## src/rtl/clk_div_cfg_ctrl_pkg.sv

```systemverilog
// Shared types and constants for the CLK_div reprogramming sequencer.
// Imported by the controller top and its interface users.
package clk_div_cfg_ctrl_pkg;

  typedef enum logic [2:0] {
    ST_IDLE,
    ST_DRAIN,
    ST_GATE,
    ST_LOAD,
    ST_RST,
    ST_ENABLE,
    ST_WAIT_REL
  } state_e;

  // Ratios at or below this value make CLK_div pass the reference clock through.
  localparam int BYPASS_MAX = 1;

  // One counter serves both the GATE hold and the DRAIN timeout.
  function automatic int cnt_width(input int gate_cyc, input int timeout);
    return $clog2(((gate_cyc > timeout) ? gate_cyc : timeout) + 1);
  endfunction

endpackage

```

## src/rtl/clk_div_cfg_ctrl_if.sv

```systemverilog
// Config-side request/ack and divider-side control signals of the sequencer.
// slave = controller, master = config requester plus divider feedback.
interface clk_div_cfg_ctrl_if #(
  parameter int RATIO_WIDTH = 5
);
  logic                   Cfg_Req;
  logic [RATIO_WIDTH-1:0] Cfg_Ratio;
  logic                   Cfg_Ack;
  logic                   Cfg_Busy;
  logic                   Cfg_Err;
  logic                   Locked;
  logic                   Div_Out;
  logic                   Div_En;
  logic [RATIO_WIDTH-1:0] Div_Ratio;
  logic                   Div_Rst_n;

  modport slave (
    input  Cfg_Req, Cfg_Ratio, Div_Out,
    output Cfg_Ack, Cfg_Busy, Cfg_Err, Locked, Div_En, Div_Ratio, Div_Rst_n
  );

  modport master (
    output Cfg_Req, Cfg_Ratio, Div_Out,
    input  Cfg_Ack, Cfg_Busy, Cfg_Err, Locked, Div_En, Div_Ratio, Div_Rst_n
  );
endinterface

```

## src/rtl/clk_div_cfg_ctrl_neg_edge_det.sv

```systemverilog
// Falling-edge detector on the divider output; the previous level is registered
// so the flag is high in the first cycle the divider output is seen low.
module clk_div_cfg_ctrl_neg_edge_det (
  input  logic CLK,
  input  logic Reset,
  input  logic din,
  output logic fall
);
  logic din_q;

  always_ff @(posedge CLK) begin
    if (Reset) din_q <= 1'b0;
    else       din_q <= din;
  end

  assign fall = din_q & ~din;
endmodule

```

## src/rtl/clk_div_cfg_ctrl.sv

```systemverilog
// Sequencer that reprograms CLK_div glitch-free: drain to low phase, gate,
// load ratio, pulse divider reset, re-enable. Outputs are registered from next state.
module clk_div_cfg_ctrl
  import clk_div_cfg_ctrl_pkg::*;
#(
  parameter int RATIO_WIDTH   = 5,
  parameter int DEFAULT_RATIO = 1,
  parameter int GATE_CYC      = 2,
  parameter int TIMEOUT       = 64
) (
  input  logic                 CLK,
  input  logic                 Reset,
  clk_div_cfg_ctrl_if.slave    bus
);
  localparam int                     CW        = cnt_width(GATE_CYC, TIMEOUT);
  localparam logic [CW-1:0]          GATE_LD   = CW'(GATE_CYC - 1);
  localparam logic [CW-1:0]          TMO_LD    = CW'(TIMEOUT - 1);
  localparam logic [RATIO_WIDTH-1:0] DEF_R     = RATIO_WIDTH'(DEFAULT_RATIO);
  localparam logic [RATIO_WIDTH-1:0] BYPASS_R  = RATIO_WIDTH'(BYPASS_MAX);

  state_e                 state_q, state_d;
  logic [CW-1:0]          cnt_q, cnt_d;
  logic [RATIO_WIDTH-1:0] shadow_q, shadow_d;
  logic                   pu_q, pu_d;
  logic                   busy_q, busy_d;
  logic                   err_q, err_d;
  logic                   div_en_q, div_rst_n_q, ack_q, locked_q;
  logic [RATIO_WIDTH-1:0] div_ratio_q;
  logic                   div_fall;

  clk_div_cfg_ctrl_neg_edge_det u_fall (
    .CLK   (CLK),
    .Reset (Reset),
    .din   (bus.Div_Out),
    .fall  (div_fall)
  );

  always_comb begin
    state_d  = state_q;
    cnt_d    = cnt_q;
    shadow_d = shadow_q;
    pu_d     = pu_q;
    busy_d   = busy_q;
    err_d    = err_q;
    case (state_q)
      ST_IDLE: begin
        if (bus.Cfg_Req) begin
          shadow_d = bus.Cfg_Ratio;
          busy_d   = 1'b1;
          err_d    = 1'b0;
          // Same ratio already running: acknowledge without touching the divider.
          if (bus.Cfg_Ratio == div_ratio_q && locked_q) begin
            state_d = ST_ENABLE;
          end else begin
            state_d = ST_DRAIN;
            cnt_d   = TMO_LD;
          end
        end
      end
      ST_DRAIN: begin
        if (div_ratio_q <= BYPASS_R || div_fall) begin
          state_d = ST_GATE;
          cnt_d   = GATE_LD;
        end else if (cnt_q == '0) begin
          err_d   = 1'b1;
          state_d = ST_GATE;
          cnt_d   = GATE_LD;
        end else begin
          cnt_d = cnt_q - CW'(1);
        end
      end
      ST_GATE: begin
        if (cnt_q == '0) state_d = ST_LOAD;
        else             cnt_d   = cnt_q - CW'(1);
      end
      ST_LOAD: state_d = ST_RST;
      ST_RST:  state_d = ST_ENABLE;
      ST_ENABLE: begin
        if (pu_q) begin
          state_d = ST_IDLE;
          pu_d    = 1'b0;
          busy_d  = 1'b0;
        end else begin
          state_d = ST_WAIT_REL;
        end
      end
      ST_WAIT_REL: begin
        if (!bus.Cfg_Req) begin
          state_d = ST_IDLE;
          busy_d  = 1'b0;
        end
      end
      default: state_d = ST_IDLE;
    endcase
  end

  always_ff @(posedge CLK) begin
    if (Reset) begin
      state_q     <= ST_GATE;
      cnt_q       <= GATE_LD;
      shadow_q    <= DEF_R;
      pu_q        <= 1'b1;
      busy_q      <= 1'b1;
      err_q       <= 1'b0;
      div_en_q    <= 1'b0;
      div_ratio_q <= DEF_R;
      div_rst_n_q <= 1'b1;
      ack_q       <= 1'b0;
      locked_q    <= 1'b0;
    end else begin
      state_q     <= state_d;
      cnt_q       <= cnt_d;
      shadow_q    <= shadow_d;
      pu_q        <= pu_d;
      busy_q      <= busy_d;
      err_q       <= err_d;
      div_rst_n_q <= (state_d != ST_RST);
      ack_q       <= (state_d == ST_ENABLE) && !pu_q;
      if (state_d == ST_LOAD) div_ratio_q <= shadow_q;
      if (state_d == ST_GATE) begin
        div_en_q <= 1'b0;
        locked_q <= 1'b0;
      end else if (state_d == ST_ENABLE) begin
        div_en_q <= 1'b1;
        locked_q <= 1'b1;
      end
    end
  end

  assign bus.Cfg_Ack   = ack_q;
  assign bus.Cfg_Busy  = busy_q;
  assign bus.Cfg_Err   = err_q;
  assign bus.Locked    = locked_q;
  assign bus.Div_En    = div_en_q;
  assign bus.Div_Ratio = div_ratio_q;
  assign bus.Div_Rst_n = div_rst_n_q;
endmodule

```

## src/flat_wrapper.sv

```systemverilog
// flat-port wrapper written by rule: the top's interface ports become plain ports
module clk_div_cfg_ctrl_flat import clk_div_cfg_ctrl_pkg::*;
#(
  parameter int RATIO_WIDTH   = 5,
  parameter int DEFAULT_RATIO = 1,
  parameter int GATE_CYC      = 2,
  parameter int TIMEOUT       = 64
)
  (CLK, Reset, bus_Cfg_Req, bus_Cfg_Ratio, bus_Div_Out, bus_Cfg_Ack, bus_Cfg_Busy, bus_Cfg_Err, bus_Locked, bus_Div_En, bus_Div_Ratio, bus_Div_Rst_n);
  clk_div_cfg_ctrl_if #(.RATIO_WIDTH(RATIO_WIDTH)) bus_i ();
  input  logic CLK;
  input  logic Reset;
  input wire logic [$bits(bus_i.Cfg_Req)-1:0] bus_Cfg_Req;
  input wire logic [$bits(bus_i.Cfg_Ratio)-1:0] bus_Cfg_Ratio;
  input wire logic [$bits(bus_i.Div_Out)-1:0] bus_Div_Out;
  output wire logic [$bits(bus_i.Cfg_Ack)-1:0] bus_Cfg_Ack;
  output wire logic [$bits(bus_i.Cfg_Busy)-1:0] bus_Cfg_Busy;
  output wire logic [$bits(bus_i.Cfg_Err)-1:0] bus_Cfg_Err;
  output wire logic [$bits(bus_i.Locked)-1:0] bus_Locked;
  output wire logic [$bits(bus_i.Div_En)-1:0] bus_Div_En;
  output wire logic [$bits(bus_i.Div_Ratio)-1:0] bus_Div_Ratio;
  output wire logic [$bits(bus_i.Div_Rst_n)-1:0] bus_Div_Rst_n;
  assign bus_i.Cfg_Req = bus_Cfg_Req;
  assign bus_i.Cfg_Ratio = bus_Cfg_Ratio;
  assign bus_i.Div_Out = bus_Div_Out;
  assign bus_Cfg_Ack = bus_i.Cfg_Ack;
  assign bus_Cfg_Busy = bus_i.Cfg_Busy;
  assign bus_Cfg_Err = bus_i.Cfg_Err;
  assign bus_Locked = bus_i.Locked;
  assign bus_Div_En = bus_i.Div_En;
  assign bus_Div_Ratio = bus_i.Div_Ratio;
  assign bus_Div_Rst_n = bus_i.Div_Rst_n;
  clk_div_cfg_ctrl #(.RATIO_WIDTH(RATIO_WIDTH), .DEFAULT_RATIO(DEFAULT_RATIO), .GATE_CYC(GATE_CYC), .TIMEOUT(TIMEOUT)) u_core (.CLK(CLK), .Reset(Reset), .bus(bus_i));
endmodule
```

## config.mk

```make
export PLATFORM = sky130hd
export DESIGN_NAME = clk_div_cfg_ctrl_flat
export DESIGN_NICKNAME = d
export VERILOG_FILES = /design/src/rtl/clk_div_cfg_ctrl_pkg.sv /design/src/rtl/clk_div_cfg_ctrl_if.sv /design/src/rtl/clk_div_cfg_ctrl_neg_edge_det.sv /design/src/rtl/clk_div_cfg_ctrl.sv /design/src/flat_wrapper.sv
export SDC_FILE = /design/constraint.sdc
export NUM_CORES = 1
export LEC_CHECK = 0
export CAP_MARGIN = 20
export CORE_MARGIN = 5
export CORE_UTILIZATION = 45
export DETAILED_ROUTE_END_ITERATION = 8
export DONT_BUFFER_PORTS = 1
export GPL_TIMING_DRIVEN = 0
export PLACE_DENSITY_LB_ADDON = 0.25
export SLEW_MARGIN = 20
export SYNTH_ARGS = -nofsm -noshare
export SYNTH_HDL_FRONTEND = slang
export SYNTH_HIERARCHICAL = 1
export SYNTH_SLANG_ARGS = --single-unit
```

## constraint.sdc

```tcl
create_clock -name CLK -period 2.5 [get_ports CLK]
set_input_delay 0.375 -clock CLK [delete_from_list [all_inputs] [get_ports CLK]]
set_output_delay 0.375 -clock CLK [all_outputs]
set_load 0.03 [all_outputs]
```

== Word-level counts from Yosys, hierarchy flattened ==
Index checks and enable logic that the tools add are counted.

* Bitwise operators: 2
* Equal/unequal tests: 18
* Add/subtract/negate cells: 1
* Reductions and logical operators: 14
* Magnitude comparators: 1
* Mux-type cells: 22

{| class="wikitable"
|+ Operators with widths
! kind !! number
|-
| 7-bit two-way mux || 5
|-
| 3-bit two-way mux || 7
|-
| 3-bit case mux with 7 select lines || 1
|-
| 7-bit case mux with 3 select lines || 1
|-
| 3-bit by 2-bit equality test with 1-bit output (second input constant) || 4
|-
| 3-bit equality test (second input constant) || 4
|-
| 4-bit AND reduction || 3
|-
| 2-bit != test (second input constant) || 5
|-
| 7-bit zero test || 1
|-
| 7-bit by 1-bit subtractor with 7-bit output (second input constant) || 1
|-
| 1-bit two-way mux || 6
|-
| 3-bit nonzero test || 2
|-
| 5-bit equality test || 1
|-
| 5-bit by 1-bit less-or-equal comparator with 1-bit output (second input constant) || 1
|-
| 2-bit by 1-bit != test with 1-bit output (second input constant) || 2
|-
| 3-bit by 1-bit equality test with 1-bit output (second input constant) || 1
|-
| 3-bit zero test || 1
|-
| 3-bit != test (second input constant) || 1
|-
| 1-bit case mux with 3 select lines || 1
|-
| 1-bit logical AND || 2
|-
| 1-bit case mux with 2 select lines || 1
|-
| 2-bit AND reduction || 1
|-
| 2-bit nonzero test || 1
|-
| 2-bit OR reduction || 1
|-
| other kinds (4) || 4
|}

* Output and inout port bits: 11
* Word-level logic and storage cells: 69
* Register bits after elaboration: 27

== Longest topological paths before layout ==
Gate-level depths: netlist (run 1).

* Depth after elaboration: 7
* Depth in mapped cells: 8

== Hierarchy ==
Netlist (run 1), hierarchy kept.

{| class="wikitable"
|+ By module, submodules not included
! module !! cells each !! seq. area each (um2) !! instances !! area an instance (um2)
|-
| clk_div_cfg_ctrl || 156 || 520.5 || 1 || 1361.3
|-
| clk_div_cfg_ctrl_neg_edge_det || 3 || 20.0 || 1 || 35.0
|}

== Worst setup path after synthesis (run 1) ==
No wires, ideal clock.

* Kind: register -> register
* Start: reg u_core.cnt_q[0]
* End: reg u_core.div_rst_n_q, in the netlist u_core/bus.Div_Rst_n
* Period minus slack after synthesis: 1766 ps
* Slack: 734 ps
* Data arrival time: 1639 ps
* Cell stages (with the launch flop): 9
* Path buffers: 1
* Required time: 2373 ps
* Setup time: 127 ps
* Cells stage by stage: dfxtp_1 > inv_1 > ha_1 > nor4b_2 > and2_1 > buf_6 > o21ai_1 > nand3_2 > or3_1

* Longest elaborated chain between the ends: 5
* Elaborated cells between the ends (all ways): 6

{| class="wikitable"
|+ Ends and longest elaborated chain
! element !! line !! text
|-
| start, declared || clk_div_cfg_ctrl.sv:22 || <nowiki>logic [CW-1:0] cnt_q, cnt_d;</nowiki>
|-
| start signal, assigned || clk_div_cfg_ctrl.sv:112 || <nowiki>cnt_q <= cnt_d;</nowiki>
|-
| 7-bit zero test * || clk_div_cfg_ctrl.sv:64, clk_div_cfg_ctrl.sv:73 ||
|-
| 3-bit two-way mux || clk_div_cfg_ctrl.sv:64 || <nowiki>end else if (cnt_q == '0) begin</nowiki>
|-
| 3-bit two-way mux || clk_div_cfg_ctrl.sv:61 || <nowiki>if (div_ratio_q <= BYPASS_R || div_fall) begin</nowiki>
|-
| 3-bit case mux with 7 select lines * || clk_div_cfg_ctrl.sv:45 || <nowiki>case (state_q)</nowiki>
|-
| 3-bit != test * || clk_div_cfg_ctrl.sv:117 || <nowiki>div_rst_n_q <= (state_d != ST_RST);</nowiki>
|-
| end signal, assigned || clk_div_cfg_ctrl.sv:117 ||
|-
| end, declared || clk_div_cfg_ctrl.sv:27 || <nowiki>logic div_en_q, div_rst_n_q, ack_q, locked_q;</nowiki>
|}

Every way passes the cells marked *; elsewhere a longest branch is shown, timed or not.
A chain may end at the register's enable or synchronous reset.

== Worst setup path after layout (run 1) ==
Ends and elaborated chain as after synthesis.

==> results.md, run 1 <==
- Overall via count from detail_route: 1167
- Area share of the leading cell type in the synthesized netlist: 0.3871
- Number of gates resized after CTS: 0
- Max Clock Skew: 0.008642 ns
- Post-synth ARST share: 0
- Post-CTS setup repair buffer count: 0
- Post-layout minimum cycle time: 2.034 ns
- Number of enable-type register cells in the synthesized netlist: 0
- Hold Path Stages: 1
- Fin cells: 196
- Setup slack of the worst register-to-register path: 0.47 ns
- Worst setup path category: flip-flop to flip-flop
- Width of the chip: 65.71 um
- Placeable core area: 3003 sq um
- Worst Reg2Reg Path Length in Cells: 8
- Synthesized area per cell: 8.782 sq um
- Share of the core filled with cells in the final layout: 0.4875
- Slew Viols, Final: 0
- Number of global-route vias before repair: 1249
- DRC violation count after routing: 0
- Count of mapped cells out of synthesis: 159
- Initial core utilization: 0.4650
- Number of endpoints failing setup at the final stage: 0
- PD cells: 935.8 nW/um^2
- Post-CTS Hold Fix Bufs: 0
- Global-route usage over all layers: 0.1662
- Primary FF master, synth: dfxtp_1
- DRT iter0 DRCs: 64
- Net total in the final layout: 174
- Endpoint of the worst hold path: u_core/u_fall/din_q$_SDFF_PP0_
- Share of synthesized area occupied by flip-flops and latches: 0.3871
- Category of the worst setup path capture point: flip-flop
- Count of filler cells inserted in the layout: 288
- Avg WL per Cell: 16.10 um
- Pre-Repair DR Iteration Count: 4
- Last weighted congestion value of the routability-driven placer: 0.8219
- Diode insertion count for antenna repair: 0
- Total nets after synthesis: 169
- CTS buffer count: 3
- H-tree depth: 1
- CP startpoint: u_core/cnt_q[0]$_SDFFE_PP1P_
- Number of clock sinks seen by CTS: 27
- Max clock buf depth: 2
- Worst Path Required: 2.73 ns
- Initial antenna violation count: 0
- Worst-path cell chain: inv_1, ha_1, nor4b_2, and2_1, buf_6, o21ai_1, nand3_2, or3_1
- Peak VDD IR: 0.3050 mV
- Highest cell delay on the worst timing path: 0.39 ns
- Pin count of the biggest net entering global routing: 15
- Final wirelength: 3.156 mm
- Crit-path max FO: 7
- Worst R2R End: u_core/bus.Div_Rst_n$_SDFF_PP1_
- TritonCTS clock tree: yes
- Global-route wire length before repair: 5.630 mm
- Top-Level Pins: 20
- Crit share post-route: 0.8137
- Leakage power: 0.5534 nW
- Combined area of all synthesized cells: 1396 sq um
- Max transition margin: 0.5721
- Share of post-route cells with drive strength above 1: 0.1166
- Height of the die: 65.71 um
- Max-cap violations: 0
- Antenna Violating Nets Remaining: 0
- Distinct cell type count of the synthesized netlist: 46
- Highest achievable clock rate: 0.4916 GHz
- Worst min path class: input pin to flip-flop
- Row count: 20
- Clock Latency Late Sink: 0.32 ns
- Cell accounting for the most synthesized area: dfxtp_1
- Master cell of the clock root buffer: clkbuf_4
- Unrepaired setup endpoints after global routing: no
- Final hold violation count: 0
- Clock transition at the register clock pins on the worst setup and hold paths after CTS: 0.15 ns
- CP Data Arrival Time: 2.26 ns
- Placed instance count: 192
- DR vias/cell: 5.954
- Quantity of I/O buffers inserted on ports: 0
- Synthesis-to-finish area growth: 4.838%
- Worst path setup slack after routing: 0.4657 ns
- Leading post-synthesis cells by cell area: dfxtp_1, mux2i_1, nor2_1, a21oi_1, xnor2_1
- Launch point of the worst reg-to-reg path: u_core/cnt_q[0]$_SDFFE_PP1P_
- Final TNS setup: 0 ns
- Hold path startpoint: Reset
- Area of the die: 4317 sq um
- Cell at the slowest stage of the critical path: dfxtp_1
- Status: finished clean
- GR Overflow Total: 0
- Number of register bits inferred by synthesis: 27
- PnR Total Power: 1.370 mW
- Warnings, synthesis: 6
- Measured slew at the worst slew-check pin: 0.6384 ns
- DP HPWL: 2.366 mm
- Setup crit start kind: flip-flop
- Pre-CTS setup slack: 0.5002 ns
-- layer usage --
metal | share of wire | GRT usage | up-vias | wire [um]
met5 | 0 | 0 | - | 0
met4 | 0.0082 | 0.04663 | 0 | 26
met3 | 0.071 | 0.04615 | 4 | 223
met2 | 0.48 | 0.2854 | 37 | 1528
met1 | 0.44 | 0.2011 | 551 | 1377
li1 | - | - | 575 | -
-- state kept, by name, summed over array words and instances (netlist names) --
signal and cells:
u_core/shadow_q 5, u_core/bus.Cfg_Err 1, u_core/state_q 3, u_core/bus.Locked 1, u_core/bus.Div_Ratio 5, u_core/bus.Cfg_Ack 1, u_core/bus.Cfg_Busy 1, u_core/u_fall/din_q 1
u_core/bus.Div_Rst_n 1, u_core/pu_q 1, u_core/cnt_q 7
-- worst max path at each step --
stage | endpoint | slack [ns] | cells past startpoint
finish | u_core/bus.Div_Rst_n$_SDFF_PP1_ | 0.47 | 8
global route | u_core/bus.Div_Rst_n$_SDFF_PP1_ | 0.34 | 8
CTS | u_core/bus.Div_Rst_n$_SDFF_PP1_ | 0.48 | 8
detailed placement | u_core/bus.Div_Rst_n$_SDFF_PP1_ | 0.50 | 8
global placement | u_core/bus.Div_Rst_n$_SDFF_PP1_ | 0.53 | 8
floorplan | u_core/bus.Div_Rst_n$_SDFF_PP1_ | 0.73 | 8
-- critical path: cells and delay by family (launching register included) --
family	cells	cell delay, ns
AO/OA/AOI/OAI	1	0.30
buffers and inverters	2	0.20
flip-flops	1	0.39
adder cells (fa/ha/maj)	1	0.25
AND/OR/NAND/NOR	4	0.82
-- synth_stat cells (all sizes together), types with 2 or more instances --
library cell  number
nor3               3
clkbuf             3
nand3              6
nor4b              2
buf                4
xnor2              6
or3                3
a21o               3
nor4               3
o211a              2
dfxtp             27
nand2b             4
nor2b              5
nand4              2
nor2              22
inv                3
o2111a             2
a21oi             11
mux2i             10
and2               2
nand2             12
o21ai             10
-- final cells by class --
type                            count  area (sq um)  area share
Buffer                              7         48.80     0.03333
Clock buffer                        4         26.28     0.01795
Inverter                            4         15.01     0.01026
Multi-Input combinational cell    121         792.0      0.5410
Sequential cell                    27         540.5      0.3692
Tap cell                           33         41.29     0.02821
-- through the flow --
stage | area (sq um) | hold slack (ns)
2_1_floorplan | 1396 | 0.4373
3_3_place_gp | 1438 | 0.4425
3_5_place_dp | 1438 | 0.4449
4_1_cts | 1464 | 0.08985
5_1_grt | 1464 | 0.06522
6_report | 1464 | 0.1001
-- cells in the final DEF, fill, tap and decap left out, drive strengths merged, types with 4 or more instances in the layout --
| master | n |
|---|---|
| dfxtp | 27 |
| nor2 | 22 |
| nand2 | 12 |
| a21oi | 11 |
| mux2i | 10 |
| o21ai | 10 |
| clkbuf | 7 |
| xnor2 | 6 |
| nand3 | 6 |
| nor2b | 5 |
| nand2b | 4 |
| buf | 4 |
-- kinds of logic after synthesis --
kind of cell	share of synthesized area
compound gates	0.1819
buf+inv	0.04569
xor+xnor	0.03763
mux	0.07169
fa+ha+maj	0.008959
simple gates	0.2670
flops	0.3871
-- power breakdown --
group / total (mW) / internal [mW] / leakage (nW) / switching (mW)
clock network: 0.189 / 0.0624 / 0.0150 / 0.127
registers: 0.558 / 0.491 / 0.220 / 0.0671
logic: 0.623 / 0.270 / 0.319 / 0.353
(Power assumes the default switching activity.)
==> run 2, diff against run 1 <==
- clock period: 2.5 -> 1.7 ns (I/O delays scaled with it)
==> results.md, run 2 (synthesis gave the netlist of run 1 again) <==
- TritonCTS clock tree: yes
- M3 GR Usage: 0.04444 (-0.001709)
- Internal power: 1.453 mW (+77%)
- Crit-path max FO: 10 (+3)
- Height of the die: 65.71 um (unchanged)
- Synthesis-to-finish area growth: 21.68%
- Worst path setup slack after routing: 0.006873 ns (-0.4588 ns)
- Setup crit start kind: flip-flop
- Antenna Violating Nets Remaining: 0 (unchanged)
- Sequential share of power: 0.348 (-0.059)
- Width of the chip: 65.71 um (unchanged)
- Global-route wire length before repair: 5.789 mm (+2.8%)
- Initial antenna violation count: 0 (unchanged)
- DRT iter0 DRCs: 32 (-50%)
- Last weighted congestion value of the routability-driven placer: 0.8359 (+1.7%)
- Global-route usage over all layers: 0.1717 (+0.005485)
- Combinational share of power: 0.535 (+0.080)
- Leakage power: 0.6300 nW (+14%)
- Highest achievable clock rate: 0.5906 GHz (+20%)
- Quantity of I/O buffers inserted on ports: 0 (unchanged)
- Pre-CTS setup slack: -0.1579 ns (-0.6581 ns)
- DP HPWL: 2.289 mm (-3.2%)
- Max transition margin: 0.6862 (+0.1141)
- GR Overflow Total: 0 (unchanged)
- Number of global-route vias before repair: 1263 (+1.1%)
- Peak VDD IR: 0.6258 mV (+110%)
- Final wirelength: 3.374 mm (+6.9%)
- Cell at the slowest stage of the critical path: or3_1
- Unrepaired setup endpoints after global routing: yes
- Clock Latency Late Sink: 0.33 ns (about the same)
- Number of clock sinks seen by CTS: 27 (unchanged)
- Highest cell delay on the worst timing path: 0.38 ns (about the same)
- Master cell of the clock root buffer: clkbuf_4
- Share of post-route cells with drive strength above 1: 0.2890 (+0.1725)
- DR vias/cell: 5.976 (+0.36%)
- Category of the worst setup path capture point: flip-flop
- Max-cap violations: 0 (unchanged)
- Diode insertion count for antenna repair: 0 (unchanged)
- Slew Viols, Final: 0 (unchanged)
- Max clock buf depth: 2 (unchanged)
- Crit share post-route: 0.9960 (+0.1822)
- H-tree depth: 1 (unchanged)
- Busiest metal layer after global routing: met2
- Top-Level Pins: 20 (unchanged)
- M2 GR Usage: 0.2854 (unchanged)
- Met1 Track Usage GR: 0.2055 (+0.004398)
- Clock group share of total power: 0.118 (-0.020)
- Worst-path cell chain: buf_6, nand2b_1, a31oi_2, nand2_2, or3_1, o2111a_1
- Pin count of the biggest net entering global routing: 15 (unchanged)
- Most common cell after layout, fill and taps aside: nor2_1
- Clock transition at the register clock pins on the worst setup and hold paths after CTS: 0.14 ns (about the same)
- Avg WL per Cell: 16.38 um (+1.7%)
- DRC violation count after routing: 0 (unchanged)
- Overall via count from detail_route: 1231 (+5.5%)
- Net total in the final layout: 184 (+5.7%)
- Area of the die: 4317 sq um (unchanged)
- Placeable core area: 3003 sq um (unchanged)
- Final hold violation count: 0 (unchanged)
- Pre-Repair DR Iteration Count: 4 (unchanged)
- Min Hold Slack: 0.04877 ns (-0.05136 ns)
- PD cells: 1419 nW/um^2 (+52%)
- Max Clock Skew: 0.002141 ns (-0.006501 ns)
- CP Data Arrival Time: 1.93 ns (-0.33 ns)
- CTS buffer count: 3 (unchanged)
- Number of endpoints failing setup at the final stage: 0 (unchanged)
- Count of filler cells inserted in the layout: 270 (-6.3%)
- Row count: 20 (unchanged)
- Worst Path Required: 1.94 ns (-0.79 ns)
- Measured slew at the worst slew-check pin: 0.4707 ns (-0.1677 ns)
- Status: finished clean
- Psw: 0.9578 mW (+75%)
- Sw frac: 0.3973 (-0.001853)
- Register ranked first by flip-flop count: u_core/cnt_q
- Post-layout minimum cycle time: 1.693 ns (-0.3412 ns)
- Most frequent cells in the layout: nor2_1, dfxtp_1, nand2_1
- Initial core utilization: 0.4650 (unchanged)
- Worst min path class: input pin to flip-flop
- Largest register FFs: 7 (unchanged)
- Worst setup path category: flip-flop to flip-flop
run 2: changes by cell type in the layout (fill, tap and decap cells not counted), sizes merged:
cell,previous run,this run
buf,4,13
dlygate4sd3,0,1
run 2: worst paths after layout:
path                            depth (start not counted)  slack, ns                             from                                   end
worst min register to register                          2       0.49  u_core/shadow_q[0]$_SDFFE_PP1P_  u_core/bus.Div_Ratio[0]$_SDFFE_PP1N_
worst max register to register                          6      0.007     u_core/state_q[1]$_SDFF_PP1_          u_core/cnt_q[3]$_SDFFE_PP0P_
worst max-delay path                                    6      0.007     u_core/state_q[1]$_SDFF_PP1_          u_core/cnt_q[3]$_SDFFE_PP0P_
worst min-delay path                                    1       0.05                      bus_Div_Out        u_core/u_fall/din_q$_SDFF_PP0_
run 2: layout make-up:
cell class | instances | area [sq um] | area share
buffer | 6 | 38.79 | 0.02283
clock buffer | 4 | 26.28 | 0.01546
inverter | 4 | 15.01 | 0.008837
multi-input combinational | 121 | 915.9 | 0.5390
sequential | 27 | 560.5 | 0.3299
tap | 33 | 41.29 | 0.02430
timing repair buffer | 11 | 101.3 | 0.05965
run 2: metrics by stage:
step            TNS, ns    util  cells  power [mW]  instance area (sq um)
4_1_cts        -0.01774  0.5446    204       2.236                   1635
6_report              0  0.5658    206       2.411                   1699
3_5_place_dp    -0.9922  0.4833    192       1.741                   1451
2_1_floorplan         0       -    159       1.561                   1410
3_3_place_gp    -0.7376  0.4833    192       1.705                   1451
5_1_grt         -0.3014  0.5658    206       2.587                   1699
run 2: what timing repair did:
action	CTS	global route
pin swaps	8	10
endpoints found under the setup margin	9	9
hold buffers	1	0
endpoints found under the hold margin	1	0
buffers inserted	7	3
cloned	0	0
resized for setup	23	14
run 2: critical path: cells and delay by family (launching register included):
family,cells,cell delay (ns)
buffers and inverters,1,0.14
AOI/OAI and AO/OA,2,0.38
DFF,1,0.34
and+or+nand+nor,3,0.75
run 2: routing by layer:
layer | share of wire | up-vias
met5 | 0 | -
met4 | 0.016 | 0
met3 | 0.053 | 7
met2 | 0.49 | 27
met1 | 0.44 | 602
li1 | - | 595
run 2: power groups by stage:
stage	logic, mW	clock network, mW	registers, mW
2_1_floorplan	0.750	0	0.811
5_1_grt	1.41	0.330	0.850
6_report	1.29	0.284	0.838
3_5_place_dp	0.908	0	0.833
3_3_place_gp	0.879	0	0.826
4_1_cts	1.12	0.293	0.826
==> run 3, diff against run 2 <==
- PLACE_DENSITY: default -> 0.7
- PLACE_DENSITY_LB_ADDON: 0.25 -> default
==> results.md, run 3 (synthesis gave the netlist of run 1 again) <==
- CP startpoint: u_core/cnt_q[0]$_SDFFE_PP1P_
- Highest achievable clock rate: 0.5772 GHz (-2.3%)
- Hold path startpoint: bus_Div_Out
- Pre-CTS setup slack: -0.1912 ns (-0.03330 ns)
- DP HPWL: 2.310 mm (+0.92%)
- Worst Path Required: 1.93 ns (about the same)
- Most common cell after layout, fill and taps aside: nor2_1
- Register ranked first by flip-flop count: u_core/cnt_q
- Most frequent cells in the layout: nor2_1, dfxtp_1, buf_4, nand2_1, a21oi_1
- Row count: 20 (unchanged)
- Clock transition at the register clock pins on the worst setup and hold paths after CTS: 0.15 ns (about the same)
- Share of post-route cells with drive strength above 1: 0.2601 (-0.02890)
- Fin cells: 206 (unchanged)
- Global-route usage over all layers: 0.1686 (-0.003038)
- Final hold violation count: 0 (unchanged)
- Share of the core filled with cells in the final layout: 0.5475 (-0.01833)
- Pin count of the biggest net entering global routing: 17 (+2)
- Cell class contributing the biggest share of worst-path delay: simple AND/OR/NAND/NOR gates
- Cell at the slowest stage of the critical path: or3_1
- Highest cell delay on the worst timing path: 0.40 ns (+0.02 ns)
- Global-route wire length before repair: 5.720 mm (-1.2%)
- Largest register FFs: 7 (unchanged)
- DRC violation count after routing: 0 (unchanged)
- Worst-path cell chain: inv_2, ha_4, nor4b_4, and2_1, buf_6, o311ai_4, or3_1
- Width of the chip: 65.71 um (unchanged)
- Unrepaired setup endpoints after global routing: yes
- Setup crit start kind: flip-flop
- Slew Viols, Final: 0 (unchanged)
- Worst setup path category: flip-flop to flip-flop
- Launch point of the worst reg-to-reg path: u_core/cnt_q[0]$_SDFFE_PP1P_
- Peak VDD IR: 0.5151 mV (-18%)
- Final wirelength: 3.317 mm (-1.7%)
- Number of endpoints failing setup at the final stage: 1 (+1)
- Last weighted congestion value of the routability-driven placer: 0.8259 (-1.2%)
- Clock Latency Late Sink: 0.33 ns (about the same)
- Max-cap violations: 0 (unchanged)
- Measured slew at the worst slew-check pin: 0.4381 ns (-0.03260 ns)
- Worst min path class: input pin to flip-flop
- Violations in the final reports: negative setup slack
- Top-Level Pins: 20 (unchanged)
- GR Overflow Total: 0 (unchanged)
- PnR Total Power: 2.289 mW (-5.1%)
- Synthesis-to-finish area growth: 17.74%
- Max clock buf depth: 2 (unchanged)
- Post-layout minimum cycle time: 1.733 ns (+0.03950 ns)
- H-tree depth: 1 (unchanged)
- Initial antenna violation count: 0 (unchanged)
- Avg WL per Cell: 16.10 um (-1.7%)
- Master cell of the clock root buffer: clkbuf_4
- Worst path setup slack after routing: -0.03263 ns (-0.03950 ns)
- Category of the worst setup path capture point: flip-flop
- Net total in the final layout: 184 (unchanged)
- Min Hold Slack: 0.04214 ns (-0.006634 ns)
- Number of clock sinks seen by CTS: 27 (unchanged)
- Crit share post-route: 1.019 (+0.02324)
- Max transition margin: 0.7048 (+0.01865)
- Height of the die: 65.71 um (unchanged)
- Placeable core area: 3003 sq um (unchanged)
- DR vias/cell: 6.000 (+0.41%)
- TritonCTS clock tree: yes
- Critical path buffer and inverter count: 2 (+1)
- Area of the die: 4317 sq um (unchanged)
- Status: complete, but fails checks
- CP Data Arrival Time: 1.96 ns (+0.03 ns)
- Quantity of I/O buffers inserted on ports: 0 (unchanged)
- CTS buffer count: 3 (unchanged)
- Crit-path max FO: 6 (-4)
- Leakage power: 0.6116 nW (-2.9%)
- PD cells: 1392 nW/um^2 (-1.9%)
- DRT iter0 DRCs: 56 (+75%)
- Pre-Repair DR Iteration Count: 4 (unchanged)
- Overall via count from detail_route: 1236 (+0.41%)
- Initial core utilization: 0.4650 (unchanged)
- Max Clock Skew: 0.001735 ns (-0.0004059 ns)
- Number of global-route vias before repair: 1278 (+1.2%)
- Diode insertion count for antenna repair: 0 (unchanged)
- Placed instance count: 192 (unchanged)
- Antenna Violating Nets Remaining: 0 (unchanged)
run 3: metal layers:
layer  global-route usage  routed length (um)  share of wire  vias up
met3              0.05470                 213          0.064        4
met2               0.2716                1611           0.49       38
met4              0.08549                  38          0.011        0
met5                    0                   0              0        -
li1                     -                   -              -      595
met1               0.1987                1453           0.44      599
run 3: path summary, 6_finish.rpt:
path | cells past startpoint | end | slack, ns
worst max register to register | 7 | u_core/bus.Div_Rst_n$_SDFF_PP1_ | -0.03
worst min-delay path | 1 | u_core/u_fall/din_q$_SDFF_PP0_ | 0.04
worst min register to register | 2 | u_core/bus.Div_Ratio[0]$_SDFFE_PP1N_ | 0.50
worst max-delay path | 7 | u_core/bus.Div_Rst_n$_SDFF_PP1_ | -0.03
run 3: repair_timing:
action / 4_1_cts / 5_1_grt
hold endpoints to repair: 1 / 0
setup buffers: 6 / 3
hold buffers: 1 / 0
resized for setup: 19 / 7
pin swaps: 6 / 6
endpoints found under the setup margin: 14 / 9
run 3: area by class of cell:
class / count / area, sq um
Tap cell: 33 / 41.29
Timing Repair Buffer: 10 / 77.57
Inverter: 4 / 15.01
Sequential cell: 27 / 560.5
Clock buffer: 3 / 22.52
Buffer: 7 / 50.05
Clock inverter: 1 / 7.507
Multi-Input combinational cell: 121 / 869.6
Fill cell: 267 / 1359
run 3: per-stage QoR:
stage                     setup TNS, ns  cell area [sq um]
after detailed placement         -1.086               1451
after floorplan                       0               1410
after global placement          -0.7158               1451
after global routing            -0.3494               1644
after CTS                      -0.02084               1600
final                          -0.03263               1644
run 3: report_power, final:
group | internal (mW) | leakage (nW) | switching (mW) | total (mW)
Clock | 0.0901 | 0.0139 | 0.197 | 0.287
Combinational | 0.564 | 0.375 | 0.608 | 1.17
Sequential | 0.721 | 0.223 | 0.109 | 0.830
Total | 1.37 | 0.612 | 0.914 | 2.29
